==> src/rtl/cxs_link_pkg.sv <==
// Shared definitions for the CXS link controller: link state encoding and credit counter sizing.
package cxs_link_pkg;

  typedef enum logic [1:0] {
    LINK_STOP         = 2'b00,
    LINK_ACTIVATING   = 2'b01,
    LINK_DEACTIVATING = 2'b10,
    LINK_RUN          = 2'b11
  } link_state_e;

  function automatic int credit_width(input int max_credit);
    return $clog2(max_credit + 1);
  endfunction

endpackage

==> src/rtl/cxs_credit_counter.sv <==
// Up/down credit counter, saturating at MAX_VAL and floored at zero; count is registered (1-cycle update).
// Simultaneous inc/dec cancel; overflow flags an inc with the count already at MAX_VAL and no dec.
module cxs_credit_counter #(
  parameter int MAX_VAL = 15,
  parameter int W       = 4,
  parameter int RST_VAL = 0
) (
  input  logic         clk,
  input  logic         resetn,
  input  logic         inc,
  input  logic         dec,
  output logic [W-1:0] count,
  output logic         overflow
);

  localparam logic [W-1:0] MAX_W = W'(MAX_VAL);
  localparam logic [W-1:0] RST_W = W'(RST_VAL);

  assign overflow = inc && !dec && (count == MAX_W);

  always_ff @(posedge clk or negedge resetn) begin
    if (!resetn) begin
      count <= RST_W;
    end else if (inc && !dec) begin
      if (count != MAX_W) count <= count + 1'b1;
    end else if (dec && !inc) begin
      if (count != '0) count <= count - 1'b1;
    end
  end

endmodule

==> src/rtl/cxs_link_ctrl.sv <==
// CXS link controller: independent TX/RX activation FSMs, credit accounting, optional byte parity.
// Flits and credit pulses are registered (1-cycle latency); TX is throttled by held credits only.
module cxs_link_ctrl
  import cxs_link_pkg::*;
#(
  parameter int CXS_DATA_FLIT_WIDTH = 256,
  parameter int CXS_CNTL_WIDTH      = 14,
  parameter int CXS_MAX_CREDIT      = 15,
  parameter int CXS_CHECK_EN        = 0,
  localparam int DW = CXS_DATA_FLIT_WIDTH,
  localparam int NB = DW / 8,
  localparam int CW = credit_width(CXS_MAX_CREDIT)
) (
  input  logic                      clk,
  input  logic                      resetn,
  input  logic                      cfg_enable,
  input  logic                      cfg_lp_req,
  input  logic                      tx_valid_in,
  input  logic [DW-1:0]             tx_data_in,
  input  logic [CXS_CNTL_WIDTH-1:0] tx_cntl_in,
  output logic                      tx_ready,
  output logic                      rx_valid_out,
  output logic [DW-1:0]             rx_data_out,
  output logic [CXS_CNTL_WIDTH-1:0] rx_cntl_out,
  input  logic                      rx_buf_release,
  output logic                      CXS_ACTIVE_REQ_TX,
  input  logic                      CXS_ACTIVE_ACK_TX,
  input  logic                      CXS_DEACT_HINT_TX,
  input  logic                      CXS_ACTIVE_REQ_RX,
  output logic                      CXS_ACTIVE_ACK_RX,
  output logic                      CXS_DEACT_HINT_RX,
  output logic [DW-1:0]             CXS_DATA_TX,
  output logic [CXS_CNTL_WIDTH-1:0] CXS_CNTL_TX,
  output logic                      CXS_VALID_TX,
  output logic                      CXS_CRDRTN_TX,
  input  logic                      CXS_CRDGNT_TX,
  output logic [NB-1:0]             CXS_DATA_CHK_TX,
  input  logic [DW-1:0]             CXS_DATA_RX,
  input  logic [CXS_CNTL_WIDTH-1:0] CXS_CNTL_RX,
  input  logic                      CXS_VALID_RX,
  input  logic                      CXS_CRDRTN_RX,
  output logic                      CXS_CRDGNT_RX,
  input  logic [NB-1:0]             CXS_DATA_CHK_RX,
  output logic [1:0]                tx_link_status,
  output logic [1:0]                rx_link_status,
  output logic [CW-1:0]             tx_credits,
  output logic [CW-1:0]             rx_credits_out,
  output logic [2:0]                err_status
);

  localparam logic [CW-1:0] MAX_W = CW'(CXS_MAX_CREDIT);

  link_state_e tx_state, tx_next, rx_state, rx_next;
  logic [CW-1:0] tx_cnt, rx_cnt, free_cnt;
  logic tx_send, tx_rtn, tx_ovf, rx_cnt_ovf, free_ovf, grant, par_bad;
  logic tx_ovf_err, rx_ovf_err, par_err;
  logic [DW-1:0] tx_dat_nxt;
  logic [NB-1:0] tx_par_nxt, rx_par;

  assign tx_ready = (tx_state == LINK_RUN) && (tx_cnt != '0);
  assign tx_send  = tx_ready && tx_valid_in;
  // Held credits are handed back one per cycle while winding the link down.
  assign tx_rtn   = (tx_state == LINK_DEACTIVATING) && (tx_cnt != '0);
  assign grant    = (rx_state == LINK_RUN) && (rx_cnt < MAX_W) && (free_cnt != '0);

  always_ff @(posedge clk or negedge resetn) begin
    if (!resetn) begin
      tx_state <= LINK_STOP;
      rx_state <= LINK_STOP;
    end else begin
      tx_state <= tx_next;
      rx_state <= rx_next;
    end
  end

  always_comb begin
    tx_next = tx_state;
    unique case (tx_state)
      LINK_STOP:         if (cfg_enable && !cfg_lp_req && !CXS_DEACT_HINT_TX) tx_next = LINK_ACTIVATING;
      LINK_ACTIVATING:   if (CXS_ACTIVE_ACK_TX) tx_next = LINK_RUN;
      LINK_RUN:          if (cfg_lp_req || CXS_DEACT_HINT_TX) tx_next = LINK_DEACTIVATING;
      LINK_DEACTIVATING: if ((tx_cnt == '0) && !CXS_ACTIVE_ACK_TX) tx_next = LINK_STOP;
      default:           tx_next = LINK_STOP;
    endcase
  end

  always_comb begin
    rx_next = rx_state;
    unique case (rx_state)
      LINK_STOP:         if (CXS_ACTIVE_REQ_RX && cfg_enable) rx_next = LINK_ACTIVATING;
      LINK_ACTIVATING:   rx_next = LINK_RUN;
      LINK_RUN:          if (!CXS_ACTIVE_REQ_RX) rx_next = LINK_DEACTIVATING;
      LINK_DEACTIVATING: if (rx_cnt == '0) rx_next = LINK_STOP;
      default:           rx_next = LINK_STOP;
    endcase
  end

  cxs_credit_counter #(.MAX_VAL(CXS_MAX_CREDIT), .W(CW), .RST_VAL(0)) u_tx_cred (
    .clk(clk), .resetn(resetn), .inc(CXS_CRDGNT_TX), .dec(tx_send || tx_rtn),
    .count(tx_cnt), .overflow(tx_ovf)
  );

  cxs_credit_counter #(.MAX_VAL(CXS_MAX_CREDIT), .W(CW), .RST_VAL(0)) u_rx_cred (
    .clk(clk), .resetn(resetn), .inc(grant), .dec(CXS_VALID_RX || CXS_CRDRTN_RX),
    .count(rx_cnt), .overflow(rx_cnt_ovf)
  );

  // Buffers not yet promised to the remote side; a grant reserves one, a release returns one.
  cxs_credit_counter #(.MAX_VAL(CXS_MAX_CREDIT), .W(CW), .RST_VAL(CXS_MAX_CREDIT)) u_free_buf (
    .clk(clk), .resetn(resetn), .inc(rx_buf_release), .dec(grant),
    .count(free_cnt), .overflow(free_ovf)
  );

  assign tx_dat_nxt = tx_send ? tx_data_in : '0;

  always_comb begin
    tx_par_nxt = '0;
    rx_par     = '0;
    for (int i = 0; i < NB; i++) begin
      tx_par_nxt[i] = ~^tx_dat_nxt[8*i +: 8];
      rx_par[i]     = ~^CXS_DATA_RX[8*i +: 8];
    end
  end

  assign par_bad = (CXS_CHECK_EN != 0) && CXS_VALID_RX && (CXS_DATA_CHK_RX != rx_par);

  always_ff @(posedge clk or negedge resetn) begin
    if (!resetn) begin
      CXS_VALID_TX      <= 1'b0;
      CXS_DATA_TX       <= '0;
      CXS_CNTL_TX       <= '0;
      CXS_DATA_CHK_TX   <= '0;
      CXS_CRDRTN_TX     <= 1'b0;
      CXS_CRDGNT_RX     <= 1'b0;
      CXS_DEACT_HINT_RX <= 1'b0;
      rx_valid_out      <= 1'b0;
      rx_data_out       <= '0;
      rx_cntl_out       <= '0;
      tx_ovf_err        <= 1'b0;
      rx_ovf_err        <= 1'b0;
      par_err           <= 1'b0;
    end else begin
      CXS_VALID_TX      <= tx_send;
      CXS_DATA_TX       <= tx_dat_nxt;
      CXS_CNTL_TX       <= tx_send ? tx_cntl_in : '0;
      CXS_DATA_CHK_TX   <= (CXS_CHECK_EN != 0) ? tx_par_nxt : '0;
      CXS_CRDRTN_TX     <= tx_rtn;
      CXS_CRDGNT_RX     <= grant;
      CXS_DEACT_HINT_RX <= cfg_lp_req;
      rx_valid_out      <= CXS_VALID_RX;
      rx_data_out       <= CXS_VALID_RX ? CXS_DATA_RX : '0;
      rx_cntl_out       <= CXS_VALID_RX ? CXS_CNTL_RX : '0;
      tx_ovf_err        <= tx_ovf_err || tx_ovf;
      // A flit without a credit, or a release with every buffer already free, is an RX accounting overrun.
      rx_ovf_err        <= rx_ovf_err || (CXS_VALID_RX && (rx_cnt == '0)) || rx_cnt_ovf || free_ovf;
      par_err           <= par_err || par_bad;
    end
  end

  assign CXS_ACTIVE_REQ_TX = (tx_state == LINK_ACTIVATING) || (tx_state == LINK_RUN);
  assign CXS_ACTIVE_ACK_RX = (rx_state == LINK_RUN) || (rx_state == LINK_DEACTIVATING);
  assign tx_link_status    = tx_state;
  assign rx_link_status    = rx_state;
  assign tx_credits        = tx_cnt;
  assign rx_credits_out    = rx_cnt;
  assign err_status        = {par_err, rx_ovf_err, tx_ovf_err};

endmodule

==> config.mk <==
export PLATFORM = sky130hd
export DESIGN_NAME = cxs_link_ctrl
export DESIGN_NICKNAME = d
export VERILOG_FILES = /design/src/rtl/cxs_link_pkg.sv /design/src/rtl/cxs_credit_counter.sv /design/src/rtl/cxs_link_ctrl.sv
export SDC_FILE = /design/constraint.sdc
export NUM_CORES = 1
export LEC_CHECK = 0
export ABC_AREA = 1
export BUFFER_PORTS_ARGS = -buffer_cell sky130_fd_sc_hd__buf_4
export CORE_AREA = 2 2 466 468
export CTS_CLUSTER_DIAMETER = 30
export DETAILED_ROUTE_END_ITERATION = 6
export DIE_AREA = 0 0 468 470
export SLEW_MARGIN = 20
export SYNTH_ARGS = -nofsm -noshare
export SYNTH_HDL_FRONTEND = slang
export SYNTH_SLANG_ARGS = --single-unit
==> constraint.sdc <==
create_clock -name clk -period 2.2 [get_ports clk]
set_input_delay 0.22 -clock clk [delete_from_list [all_inputs] [get_ports clk]]
set_output_delay 0.22 -clock clk [all_outputs]
set_load 0.01 [all_outputs]
# ---- After elaboration in Yosys (flattened, before gate mapping)
# Index checks and enable logic that the tools add are counted.
dict set report op_classes {
  add_sub_neg 6
  order_cmp 1
  n_eq_ne 22
  n_mux 25
  n_reduce_logical 54
}
# operator n
set op_table {}
lappend op_table {{two-way mux 256 bit} 2}
lappend op_table {{two-way mux 4 bit} 12}
lappend op_table {{two-way mux 14 bit} 2}
lappend op_table {{logical AND 1 bit} 19}
lappend op_table {{inequality test 2 bit (second input constant)} 8}
lappend op_table {{case mux 2 bit (4 select lines)} 2}
lappend op_table {{two-way mux 2 bit} 7}
lappend op_table {{adder 4 x 1 -> 4 bit (second input constant)} 3}
lappend op_table {{equality test 4 bit (second input constant)} 3}
lappend op_table {{inequality test 4 bit (second input constant)} 3}
lappend op_table {{AND reduction 3 bit} 4}
lappend op_table {{nonzero test 2 bit} 6}
lappend op_table {{nonzero test 4 bit} 3}
lappend op_table {{subtractor 4 x 1 -> 4 bit (second input constant)} 3}
lappend op_table {{logical OR 1 bit} 9}
lappend op_table {{equality test 2 bit (second input constant)} 4}
lappend op_table {{zero test 1 bit} 8}
lappend op_table {{zero test 4 bit} 2}
lappend op_table {{equality test 2 x 1 -> 1 bit (second input constant)} 2}
lappend op_table {{zero test 2 bit} 2}
lappend op_table {{less-than comparator 4 bit (second input constant)} 1}
lappend op_table {{inequality test 2 x 1 -> 1 bit (second input constant)} 2}
lappend op_table {{AND reduction 4 bit} 1}
dict set report totals {
  regBits 563
  inputBits 584
  out_inout_bits 595
  word_cells 124
}

# ---- Depth between registers and ports, before layout
# Gate-level depths: netlist of the first run.
dict set report logic_depth {
  depth_word 8
  depth_mapped 13
  mapped_depth_nobuf 13
}

# ---- Modules after synthesis
# A second synthesis of the first run with hierarchy kept.
dict set report unflattened {
  cells_unflattened 1941
  area_unflattened_um2 19812.8
}
# module instances cells_each area_per_inst_um2 seq_area_each_um2
set by_module_without_submodules {}
lappend by_module_without_submodules {cxs_link_ctrl 1 1782 18749.2 13788.2}
lappend by_module_without_submodules {{cxs_credit_counter at u_rx_cred ...} 2 53 352.8 100.1}
lappend by_module_without_submodules {{cxs_credit_counter at u_free_buf} 1 53 357.8 105.1}

# ---- Worst setup path after synthesis of the first run
# OpenSTA, ideal clock, no wires.
dict set report synth_path {
  kind {reg2reg}
  start {reg u_tx_cred.count[0]}
  end {reg u_tx_cred.count[3]}
  setup_time_ps 117
  t_arrival_ps 1884
  required_time_ps 2083
  slack_ps 199
  stages_incl_launch_ff 14
  path_buffers 0
  period_less_slack_ps 2001
  path_cell_list {dfrtp_1 > nor2_1 > nand2_2 > nand2_1 > nand3_1 > ha_1 > nand2_1 > nand2_1 > a21oi_1 > inv_1 > nand2_1 > nand3_1 > nand2_1 > nand2_1}
}
dict set report synth_via {
  elab_chain_len 8
  word_cells_on_any_way 19
  classes_between {add/sub: 2; eq/ne: 2; mux: 4; reduce/logical: 11}
}
# item line_no
set synth_rtl {}
lappend synth_rtl {{start: declaration} cxs_credit_counter.sv:12} ;# output logic [W-1:0] count,
lappend synth_rtl {{start signal: assignment} cxs_credit_counter.sv:25} ;# if (count != MAX_W) count <= count + 1'b1;
lappend synth_rtl {{start signal: assignment} cxs_credit_counter.sv:27} ;# if (count != '0) count <= count - 1'b1;
lappend synth_rtl {{branches (longest 8 deep; another with subtractor 4 x 1 -> 4 bit)} --}
# Several ways; the timed one is not identified. The select of a mux whose other input is x is not followed.
# A chain may end at the register's enable or synchronous reset.

# ---- Worst setup path after layout of the first run
dict set report layout_path {
  start {reg u_free_buf.count[0]}
  end {reg u_free_buf.count[3]}
}
dict set report layout_via {
  elab_chain_len 6
  word_cells_on_any_way 16
  classes_between {add/sub: 2; eq/ne: 2; mux: 4; reduce/logical: 8}
}
# item line_no
set layout_rtl {}
lappend layout_rtl {{start: declaration} cxs_credit_counter.sv:12}
lappend layout_rtl {{start signal: assignment} cxs_credit_counter.sv:25}
lappend layout_rtl {{start signal: assignment} cxs_credit_counter.sv:27}
lappend layout_rtl {{branches (longest 6 deep; another with subtractor 4 x 1 -> 4 bit)} --}
# Several ways; the timed one is not identified. The select of a mux whose other input is x is not followed.

==> results by group, run 1 <==
Floorplan
  • Core ar.: 216000 um^2
  • DIE AREA: 220000 um^2
  • I/O Pins: 1179
  • Die Wd: 468 um
  • Initial Util: 9.15%
  • Num rows: 171
  • Chip height: 470 um

Cells and area
  • Final core occ: 20.0%
  • Synth-to-Final Area Change: 119%
  • Final net count: 4317
  • Non-Filler Instances: 6779
  • Layout cells sized above 1: 39.3%
  • Design Area, Final: 43200 um^2

Synthesis
  • Number of distinct library cells after synthesis: 30
  • Synthesized area per cell: 10.5 um^2
  • Mapped Area: 19700 um^2
  • Most frequent cell after synthesis: inv_1
  • Post-synth EDFFs: 0
  • #FFs+latches synth: 563
  • Post-Syn Instances: 1876
  • Post-synth top flop: dfrtp_1
  • Synth area leader: dfrtp_1
  • Synth top area share: 70.9%
  • Post-synthesis async set-or-reset flop share: 100%
  • Yosys warning count: 0
  • Register area share after synthesis: 71.4%
  • Synth area leaders: dfrtp_1 71%, inv_1 11%, nand2_1 5.8%
  • Synth cell count leaders: 568 x inv_1, 559 x dfrtp_1, 306 x nand2_1, 192 x nor2_1, 89 x nor2_2

Clocking
  • Clk buf depth: 3
  • Clock sinks: 563
  • CTS root buffer: clkbuf_16
  • Num CTS Buffers: 146
  • CTS tree: yes
  • Worst skew pair latency: 800 ps
  • Clock-pin slew on the worst setup and hold paths: 50 ps
  • H-tree Lvls: 4
  • Post-CTS setup buffer count: 0

Route
  • Antenna viol nets, final: 0
  • Vias/cell: 3.03
  • DRT iter0 DRCs: 921
  • WL final: 175 mm
  • Vias post-DR: 20500
  • Post-DR wirelength/cell: 25.8 um
  • Drt pass-1 iters: 5
  • Drt drc: 0

Placement
  • Placed insts: 5820
  • Placed wire-length estimate: 151 mm
  • Dpl cell area: 31600 um^2
  • RD Place Congestion: 0.888
  • # port buffers: 1113

Global routing
  • GRT Resource Usage Total: 15.5%
  • Largest net degree at the start of global routing: 115
  • Overflow after GRT: 0
  • Number of global-route vias before repair: 22400
  • First-pass GRT wire length: 220 mm
  • Number of antenna violations at the first check in global routing: 212

Worst setup path
  • Crit Path Max Fanout: 6
  • Critical path, cell by cell: nor2_1, nand2_1, nand3_4, nand2_4, ha_1, and3_1, nor2_2, inv_1, nand2_1, nand3_1, nand2_1, nand2_1
  • CP max-delay cell: dfstp_2
  • CP Launch Point: u_free_buf.count[0]$_DFFE_PN1P_
  • CP Data Required Time: 2900 ps
  • CP Launch Type: register
  • Delay of the slowest critical-path stage: 580 ps
  • Reg-to-reg critical path startpoint: u_free_buf.count[0]$_DFFE_PN1P_
  • Crit path DAT: 2740 ps
  • Worst setup EP type: register
  • Crit Path Class: register to register
  • Crit path buf inv count: 1
  • CP top delay family: simple AND/OR/NAND/NOR gates
  • Crit path top cell by count: nand2_1

Run status
  • Status: completed

Timing
  • Post-route minimum period: 2050 ps
  • Achievable Freq: 488 MHz
  • RSZ-0062 raised after global routing: no
  • Slew margin rel.: 51.4%
  • Endpoints failing hold: 0
  • Final setup fails: 0
  • Final Cycle Share: 93.1%
  • Least-Margin Pin Slew: 729 ps
  • Final setup TNS: 0 ps
  • Slew Limit Fails: 0
  • Clock skew: 34.8 ps

Power
  • Worst VDD drop: 835 uV
  • P per Cell Area: 979 nW/um^2
  • Power Total: 42.3 mW
  • Pleak: 23.6 nW

Worst hold path
  • Hold WC Path Type: input port to register
  • Worst Hold Launch: CXS_CRDRTN_RX

Run
  • Max_cap viols: 0
[per-stage QoR]
| stage | setup WS (ps) | hold WS, ps |
|---|---|---|
| 4_1_cts | 22.8 | 36.7 |
| 2_1_floorplan | 199 | -75.6 |
| 5_1_grt | 10.7 | 90.2 |
| 3_3_place_gp | -61.7 | 173 |
| 3_5_place_dp | -51.8 | 174 |
| 6_report | 153 | 117 |
[registers in the layout, summed over array words and instances (netlist names)]
name and flops:
CXS_DATA_TX 256, rx_data_out 256, CXS_CNTL_TX 14, rx_cntl_out 14, u_free_buf.count 4, u_rx_cred.count 4, u_tx_cred.count 4, rx_link_status 2
tx_link_status 2, CXS_CRDGNT_RX 1, CXS_CRDRTN_TX 1, CXS_DEACT_HINT_RX 1, CXS_VALID_TX 1, rx_ovf_err 1, rx_valid_out 1, tx_ovf_err 1
[power breakdown]
| group | internal [mW] | switching (mW) | total [mW] |
|---|---|---|---|
| Combinational | 3.46 | 4.58 | 8.04 |
| Clock | 14.8 | 7.41 | 22.2 |
| Sequential | 11.5 | 0.561 | 12.0 |
[routing by layer]
| layer | track usage (%) | up-vias | wire [um] |
|---|---|---|---|
| met1 | 15.6 | 9602 | 61600 |
| met5 | 0 | - | 666 |
| met3 | 12.5 | 505 | 30400 |
| met2 | 23.1 | 1364 | 72700 |
| met4 | 7.34 | 112 | 9630 |
| li1 | - | 8951 | - |
[cell usage in the layout (no fill, tap or decap), types with 2 or more instances in the layout]
cell and count:
buf_8 2, nor2_2 91, clkinv_2 19, clkinv_16 11
ha_4 2, clkbuf_1 19, nor2_1 190, conb_1 33
bufinv_16 14, inv_1 567, dfrtp_2 2, o21ai_0 7
dfrtp_1 557, inv_16 3, buf_4 1141, nand3_1 12
clkinvlp_4 11, inv_6 6, xor2_1 4, nand4_1 8
a21oi_1 4, fa_1 3, nand3_4 2, clkbuf_8 23
nand2_1 304, dlygate4sd3_1 610, diode_2 85, ha_1 4
xnor2_1 2, clkbuf_16 147, inv_2 2, nand2_2 4
dfstp_2 4, clkinv_4 11, buf_12 12
[layout make-up]
type / count / area [um^2]
flip-flops and latches: 563 / 14100
fillers: 23600 / 172000
well taps: 2854 / 3570
diodes: 85 / 213
inverters: 569 / 2140
clock inverters: 75 / 1140
repair buffers: 1765 / 14900
multi-input cells: 679 / 3060
clock buffers: 189 / 4070
[cell families (layout without fill, tap and decap cells)]
| family | after synthesis | after routing | synth area share (%) |
|---|---|---|---|
| AOI/OAI and AO/OA | 15 | 15 | 0.418 |
| xor gates and xnor gates | 6 | 6 | 0.266 |
| adders and majority gates | 9 | 9 | 0.685 |
| buffers and inverters | 666 | 2598 | 14.0 |
| DFF | 563 | 563 | 71.4 |
| other | 1 | 118 | 0.0190 |
| and+or+nand+nor | 616 | 616 | 13.2 |
[worst min-delay path, delay by kind of cell]
kind / cells / cell delay (ps)
buffers and inverters: 1 / 90
xor gates and xnor gates: 1 / 140
and+or+nand+nor: 3 / 410
[worst paths after layout]
path / end / slack, ps / depth (start not counted)
worst min register to register: rx_ovf_err$_DFF_PN0_ / 490 / 2
max in group asynchronous: rx_data_out[195]$_DFF_PN0_ / 990 / 3
worst max-delay path: u_free_buf.count[3]$_DFFE_PN1P_ / 150 / 12
min in group asynchronous: rx_data_out[186]$_DFF_PN0_ / 260 / 3
worst max register to register: u_free_buf.count[3]$_DFFE_PN1P_ / 150 / 12
worst min-delay path: u_rx_cred.count[0]$_DFFE_PN0P_ / 120 / 5
[repair_timing]
action | in CTS | in global routing
hold buffers | 610 | 0
gates resized for setup | 0 | 13
endpoints found under the hold margin | 1117 | 0
endpoints found under the setup margin | 0 | 4
Note: power is estimated with default switching activity, not from simulation.
==> run 2, diff against run 1 <==
Settings changed: CELL_PAD_IN_SITES_DETAIL_PLACEMENT from default to 0, CELL_PAD_IN_SITES_GLOBAL_PLACEMENT from default to 2, CORE_AREA 2 2 466 468 to 2 2 464 466, DIE_AREA 0 0 468 470 to 0 0 466 468, PLACE_DENSITY_LB_ADDON from default to 0.1.
==> run 2 against run 1 <==
Net effect: count of clock-buffer cells in the layout grew 198; first-iteration DRC count down 47%; global-route usage down 5.2 points; cell area grew 9.8%; via count down 1.7%; critical path depth down 6; clock skew up 1.3 ps; clock power increased by 38%; cell count up 4.0%; critical endpoint is now CXS_DATA_TX[48]$_DFF_PN0_.
==> results by group, run 2 (synthesis gave the netlist of run 1 again) <==
Cells and area
  • Final core occ: 22.2%
  • Final net count: 4613
  • Most common cell after layout, fill and taps aside: buf_4
  • Non-Filler Instances: 7053
  • Area of the multi-input gates: 3030 um^2
  • Largest regs: CXS_DATA_TX x256, rx_data_out x256
  • Synth-to-Final Area Change: 140%
  • Layout cells sized above 1: 38.4%
  • Most frequent cells in the layout: 1156 x buf_4, 798 x dlygate4sd3_1, 568 x inv_1, 559 x dfrtp_1, 306 x nand2_1
  • Fill cells: 23500
  • Register Area: 14100 um^2
  • Design Area, Final: 47400 um^2

Placement
  • Placed insts: 5820
  • Setup slack at placement: 109 ps
  • Placed wire-length estimate: 87.7 mm
  • RD Place Congestion: 0.724
  • Dpl cell area: 31700 um^2
  • # port buffers: 1113

Route
  • Vias/cell: 2.86
  • Antenna viol nets, final: 0
  • Vias post-DR: 20200
  • DRT iter0 DRCs: 490
  • Post-DR wirelength/cell: 16.4 um
  • Drt pass-1 iters: 5
  • Drt drc: 0
  • WL final: 115 mm

Worst setup path
  • Worst setup EP type: register
  • Critical path, cell by cell: nor2_1, nand2_2, nand3_4, buf_12, buf_12, nor2_1
  • CP Launch Point: u_tx_cred.count[3]$_DFFE_PN0P_
  • Crit Path Class: register to register
  • Crit path DAT: 2630 ps
  • Crit path buf inv count: 2
  • Delay of the slowest critical-path stage: 470 ps
  • CP Launch Type: register
  • CP max-delay cell: buf_12
  • CP Data Required Time: 2870 ps
  • CP top delay family: buffers and inverters
  • Crit Path Max Fanout: 86
  • Reg-to-reg critical path startpoint: u_tx_cred.count[3]$_DFFE_PN0P_

Power
  • Pleak: 25.6 nW
  • Power Total: 49.9 mW
  • Worst VDD drop: 751 uV
  • P per Cell Area: 1050 nW/um^2

Floorplan
  • DIE AREA: 218000 um^2
  • Core ar.: 213000 um^2
  • I/O Pins: 1179
  • Num rows: 170
  • Chip height: 468 um
  • Initial Util: 9.25%
  • Die Wd: 466 um

Timing
  • Final setup TNS: 0 ps
  • Final setup fails: 0
  • Clock skew: 36.1 ps
  • Final Cycle Share: 89.2%
  • Post-route minimum period: 1960 ps
  • Endpoints failing hold: 0
  • WHS: 95.9 ps
  • Slew Limit Fails: 0
  • Least-Margin Pin Slew: 849 ps
  • RSZ-0062 raised after global routing: no
  • Final worst slack: 238 ps
  • Slew margin rel.: 43.4%
  • Achievable Freq: 510 MHz

Clocking
  • Post-CTS setup buffer count: 0
  • Num CTS Buffers: 237
  • CTS root buffer: clkbuf_16
  • H-tree Lvls: 4
  • Worst skew pair latency: 830 ps
  • CTS tree: yes
  • Clock sinks: 563
  • Clk buf depth: 3
  • Clock-pin slew on the worst setup and hold paths: 40 ps

Global routing
  • First-pass GRT wire length: 160 mm
  • Number of antenna violations at the first check in global routing: 24
  • Overflow after GRT: 0
  • Number of global-route vias before repair: 22300
  • Largest net degree at the start of global routing: 141
  • GRT Resource Usage Total: 10.3%

Run status
  • Status: completed

Worst hold path
  • Hold WC Path Type: input port to asynchronous set/reset pin

Run
  • Max_cap viols: 0
## run 2: final cells by class
class / instances / share of cell area, %
Clock buffer: 387 / 15.3
Timing Repair Buffer: 1970 / 35.7
Sequential cell: 563 / 29.7
Tap cell: 2838 / 7.48
Multi-Input combinational cell: 679 / 6.38
Clock inverter: 29 / 0.854
Inverter: 569 / 4.50
Antenna cell: 18 / 0.0949
## run 2: where the power goes
part | total [mW] | internal (mW) | leakage (nW) | switching, mW
sequential | 11.9 | 11.5 | 7.48 | 0.403
clock | 30.6 | 21.9 | 3.73 | 8.63
combinational | 7.50 | 3.76 | 14.4 | 3.74
total | 49.9 | 37.2 | 25.6 | 12.8
## run 2: timing repair
item / in CTS / in global routing
endpoints found under the setup margin: 0 / 3
resized for setup: 0 / 3
endpoints found under the hold margin: 1115 / 0
hold buffers: 799 / 0
## run 2: final timing paths
path / to / slack, ps / cells past startpoint
worst max-delay path: CXS_DATA_TX[48]$_DFF_PN0_ / 240 / 6
worst min-delay path: CXS_DATA_TX[175]$_DFF_PN0_ / 100 / 3
worst max register to register: CXS_DATA_TX[48]$_DFF_PN0_ / 240 / 6
worst min register to register: u_free_buf.count[3]$_DFFE_PN1P_ / 480 / 2
max in group asynchronous: rx_data_out[165]$_DFF_PN0_ / 1440 / 4
min in group clk: CXS_DEACT_HINT_RX$_DFF_PN0_ / 110 / 2
## run 2: worst register-to-register path: stages, from the launching register on
cell and delay, ps:
dfrtp_1 380, nor2_1 180, nand2_2 110, nand3_4 90, buf_12 250, buf_12 580
nor2_1 250
## run 2: routing by layer
| metal | GRT usage (%) | vias up | part of all wire [%] |
|---|---|---|---|
| li1 | - | 9504 | - |
| met1 | 10.6 | 9488 | 36 |
| met2 | 17.8 | 935 | 50 |
| met3 | 5.34 | 237 | 11 |
| met4 | 3.97 | 12 | 3.0 |
| met5 | 0 | - | 0.057 |
==> run 3, diff against run 2 <==
Settings changed: CORE_AREA 2 2 464 466 to 2 2 459 461, DIE_AREA 0 0 466 468 to 0 0 461 463.
Clock period 2.2 ns to 2.4 ns, I/O delays scaled along.
==> run 3 against run 2 <==
Net effect: sequential share of layout area about the same; die area is 2.1% lower; non-clock buffer count shrank 11; setup slack lost 27 ps; combinational power is 8.8% lower; cell area about the same; total power down 7.6%; largest cell class unchanged; highest routed layer unchanged.
==> results by group, run 3 (synthesis gave the netlist of run 1 again) <==
Placement
  • Placed insts: 5773
  • Dpl cell area: 31600 um^2
  • # port buffers: 1113
  • Placed wire-length estimate: 91.0 mm
  • RD Place Congestion: 0.717

Worst setup path
  • Crit path buf inv count: 4
  • CP top delay family: buffers and inverters
  • Crit path DAT: 2880 ps
  • CP Launch Type: register
  • Worst setup EP type: register
  • CP Data Required Time: 3090 ps
  • Crit Path Max Fanout: 5
  • Crit Path Class: register to register
  • CP max-delay cell: dlygate4sd3_1
  • Delay of the slowest critical-path stage: 580 ps
  • Critical path, cell by cell: nand2_1, inv_2, nand3_1, o31ai_1, dlygate4sd3_1, inv_1, nand2_1, o21ai_0, dlygate4sd3_1

Timing
  • Achievable Freq: 457 MHz
  • Least-Margin Pin Slew: 808 ps
  • Clock skew: 53.9 ps
  • Slew Limit Fails: 0
  • RSZ-0062 raised after global routing: no
  • Final setup TNS: 0 ps
  • Final setup fails: 0
  • Endpoints failing hold: 0
  • Slew margin rel.: 46.1%
  • Final Cycle Share: 91.2%
  • Post-route minimum period: 2190 ps

Cells and area
  • Largest regs: CXS_DATA_TX x256, rx_data_out x256
  • Layout cells sized above 1: 38.5%
  • Register Area: 14100 um^2
  • Most frequent cells in the layout: 1140 x buf_4, 801 x dlygate4sd3_1, 568 x inv_1, 559 x dfrtp_1, 306 x nand2_1
  • Fill cells: 23000
  • Final net count: 4601
  • Design Area, Final: 47500 um^2
  • Area of the multi-input gates: 3000 um^2
  • Synth-to-Final Area Change: 141%
  • Most common cell after layout, fill and taps aside: buf_4
  • Final core occ: 22.8%
  • Non-Filler Instances: 7029

Global routing
  • Most crowded layer after global routing: met2
  • Number of global-route vias before repair: 22600
  • Largest net degree at the start of global routing: 124
  • Met3 Use GR: 6.12%
  • Overflow after GRT: 0
  • GRT Resource Usage Total: 11.0%
  • Met2 usage: 18.6%
  • Number of antenna violations at the first check in global routing: 36
  • M1 GR Usage: 11.2%
  • First-pass GRT wire length: 165 mm

Route
  • Vias/cell: 2.85
  • Drt pass-1 iters: 4
  • Post-DR wirelength/cell: 17.0 um
  • DRT iter0 DRCs: 421
  • Antenna viol nets, final: 0
  • Drt drc: 0
  • Vias post-DR: 20000
  • WL final: 120 mm

Floorplan
  • Num rows: 168
  • Die Wd: 461 um
  • Initial Util: 9.47%
  • DIE AREA: 213000 um^2
  • Chip height: 463 um
  • Core ar.: 209000 um^2
  • I/O Pins: 1179

Clocking
  • CTS root buffer: clkbuf_16
  • Clk buf depth: 3
  • Clock sinks: 563
  • CTS resizes: 0
  • CTS tree: yes
  • H-tree Lvls: 4
  • Num CTS Buffers: 236
  • Worst skew pair latency: 810 ps
  • Clock-pin slew on the worst setup and hold paths: 40 ps

Power
  • Power Total: 46.2 mW
  • P per Cell Area: 972 nW/um^2
  • Pleak: 25.6 nW
  • Worst VDD drop: 699 uV

Worst hold path
  • Hold WC Path Type: input port to register

Run
  • Max_cap viols: 0

Run status
  • Status: completed
[run 3: what timing repair did]
item,in CTS,in global routing
setup buffers,0,0
hold buffers,802,0
setup endpoints to repair,0,0
hold endpoints to repair,978,0
[run 3: worst min-delay path, cell delays in order]
cell           delay [ps]
dlygate4sd3_1         530
buf_4                 100
nand2_1                40
inv_1                  40
[run 3: per-layer routing]
metal  up-vias  wire length (um)  part of all wire [%]
li1       9494                 -                     -
met1      9291             43500                    36
met2       965             57300                    48
met3       270             14600                    12
met4        20              4040                   3.4
met5         -               129                  0.11
[run 3: layout make-up]
class	count	share of cell area, %
diodes	16	0.0843
clock buffers	388	15.3
clock inverters	50	1.13
inverters	569	4.50
multi-input cells	679	6.32
flip-flops and latches	563	29.7
well taps	2805	7.39
repair buffers	1959	35.6
[run 3: per-stage QoR]
step           hold WS [ps]  worst slack [ps]
5_1_grt                69.2              23.6
6_report                138               212
4_1_cts                19.3               197
2_1_floorplan         -55.6               399
3_3_place_gp            213               224
3_5_place_dp            214               310
[run 3: worst paths after layout]
kind	startpoint	end	slack, ps	cells after the start
worst max-delay path	tx_link_status[0]$_DFFE_PN0P_	tx_link_status[0]$_DFFE_PN0P_	210	9
worst max register to register	tx_link_status[0]$_DFFE_PN0P_	tx_link_status[0]$_DFFE_PN0P_	210	9
worst min register to register	tx_ovf_err$_DFF_PN0_	tx_ovf_err$_DFF_PN0_	480	1
min in group asynchronous	resetn	CXS_DATA_TX[162]$_DFF_PN0_	190	3
max in group asynchronous	resetn	CXS_DATA_TX[230]$_DFF_PN0_	1640	4
worst min-delay path	CXS_DATA_RX[166]	rx_data_out[166]$_DFF_PN0_	140	4
[run 3: where the power goes]
part | leakage [nW] | switching [mW] | internal, mW
registers | 7.48 | 0.447 | 10.5
clock network | 3.83 | 8.19 | 20.1
logic | 14.3 | 3.48 | 3.36
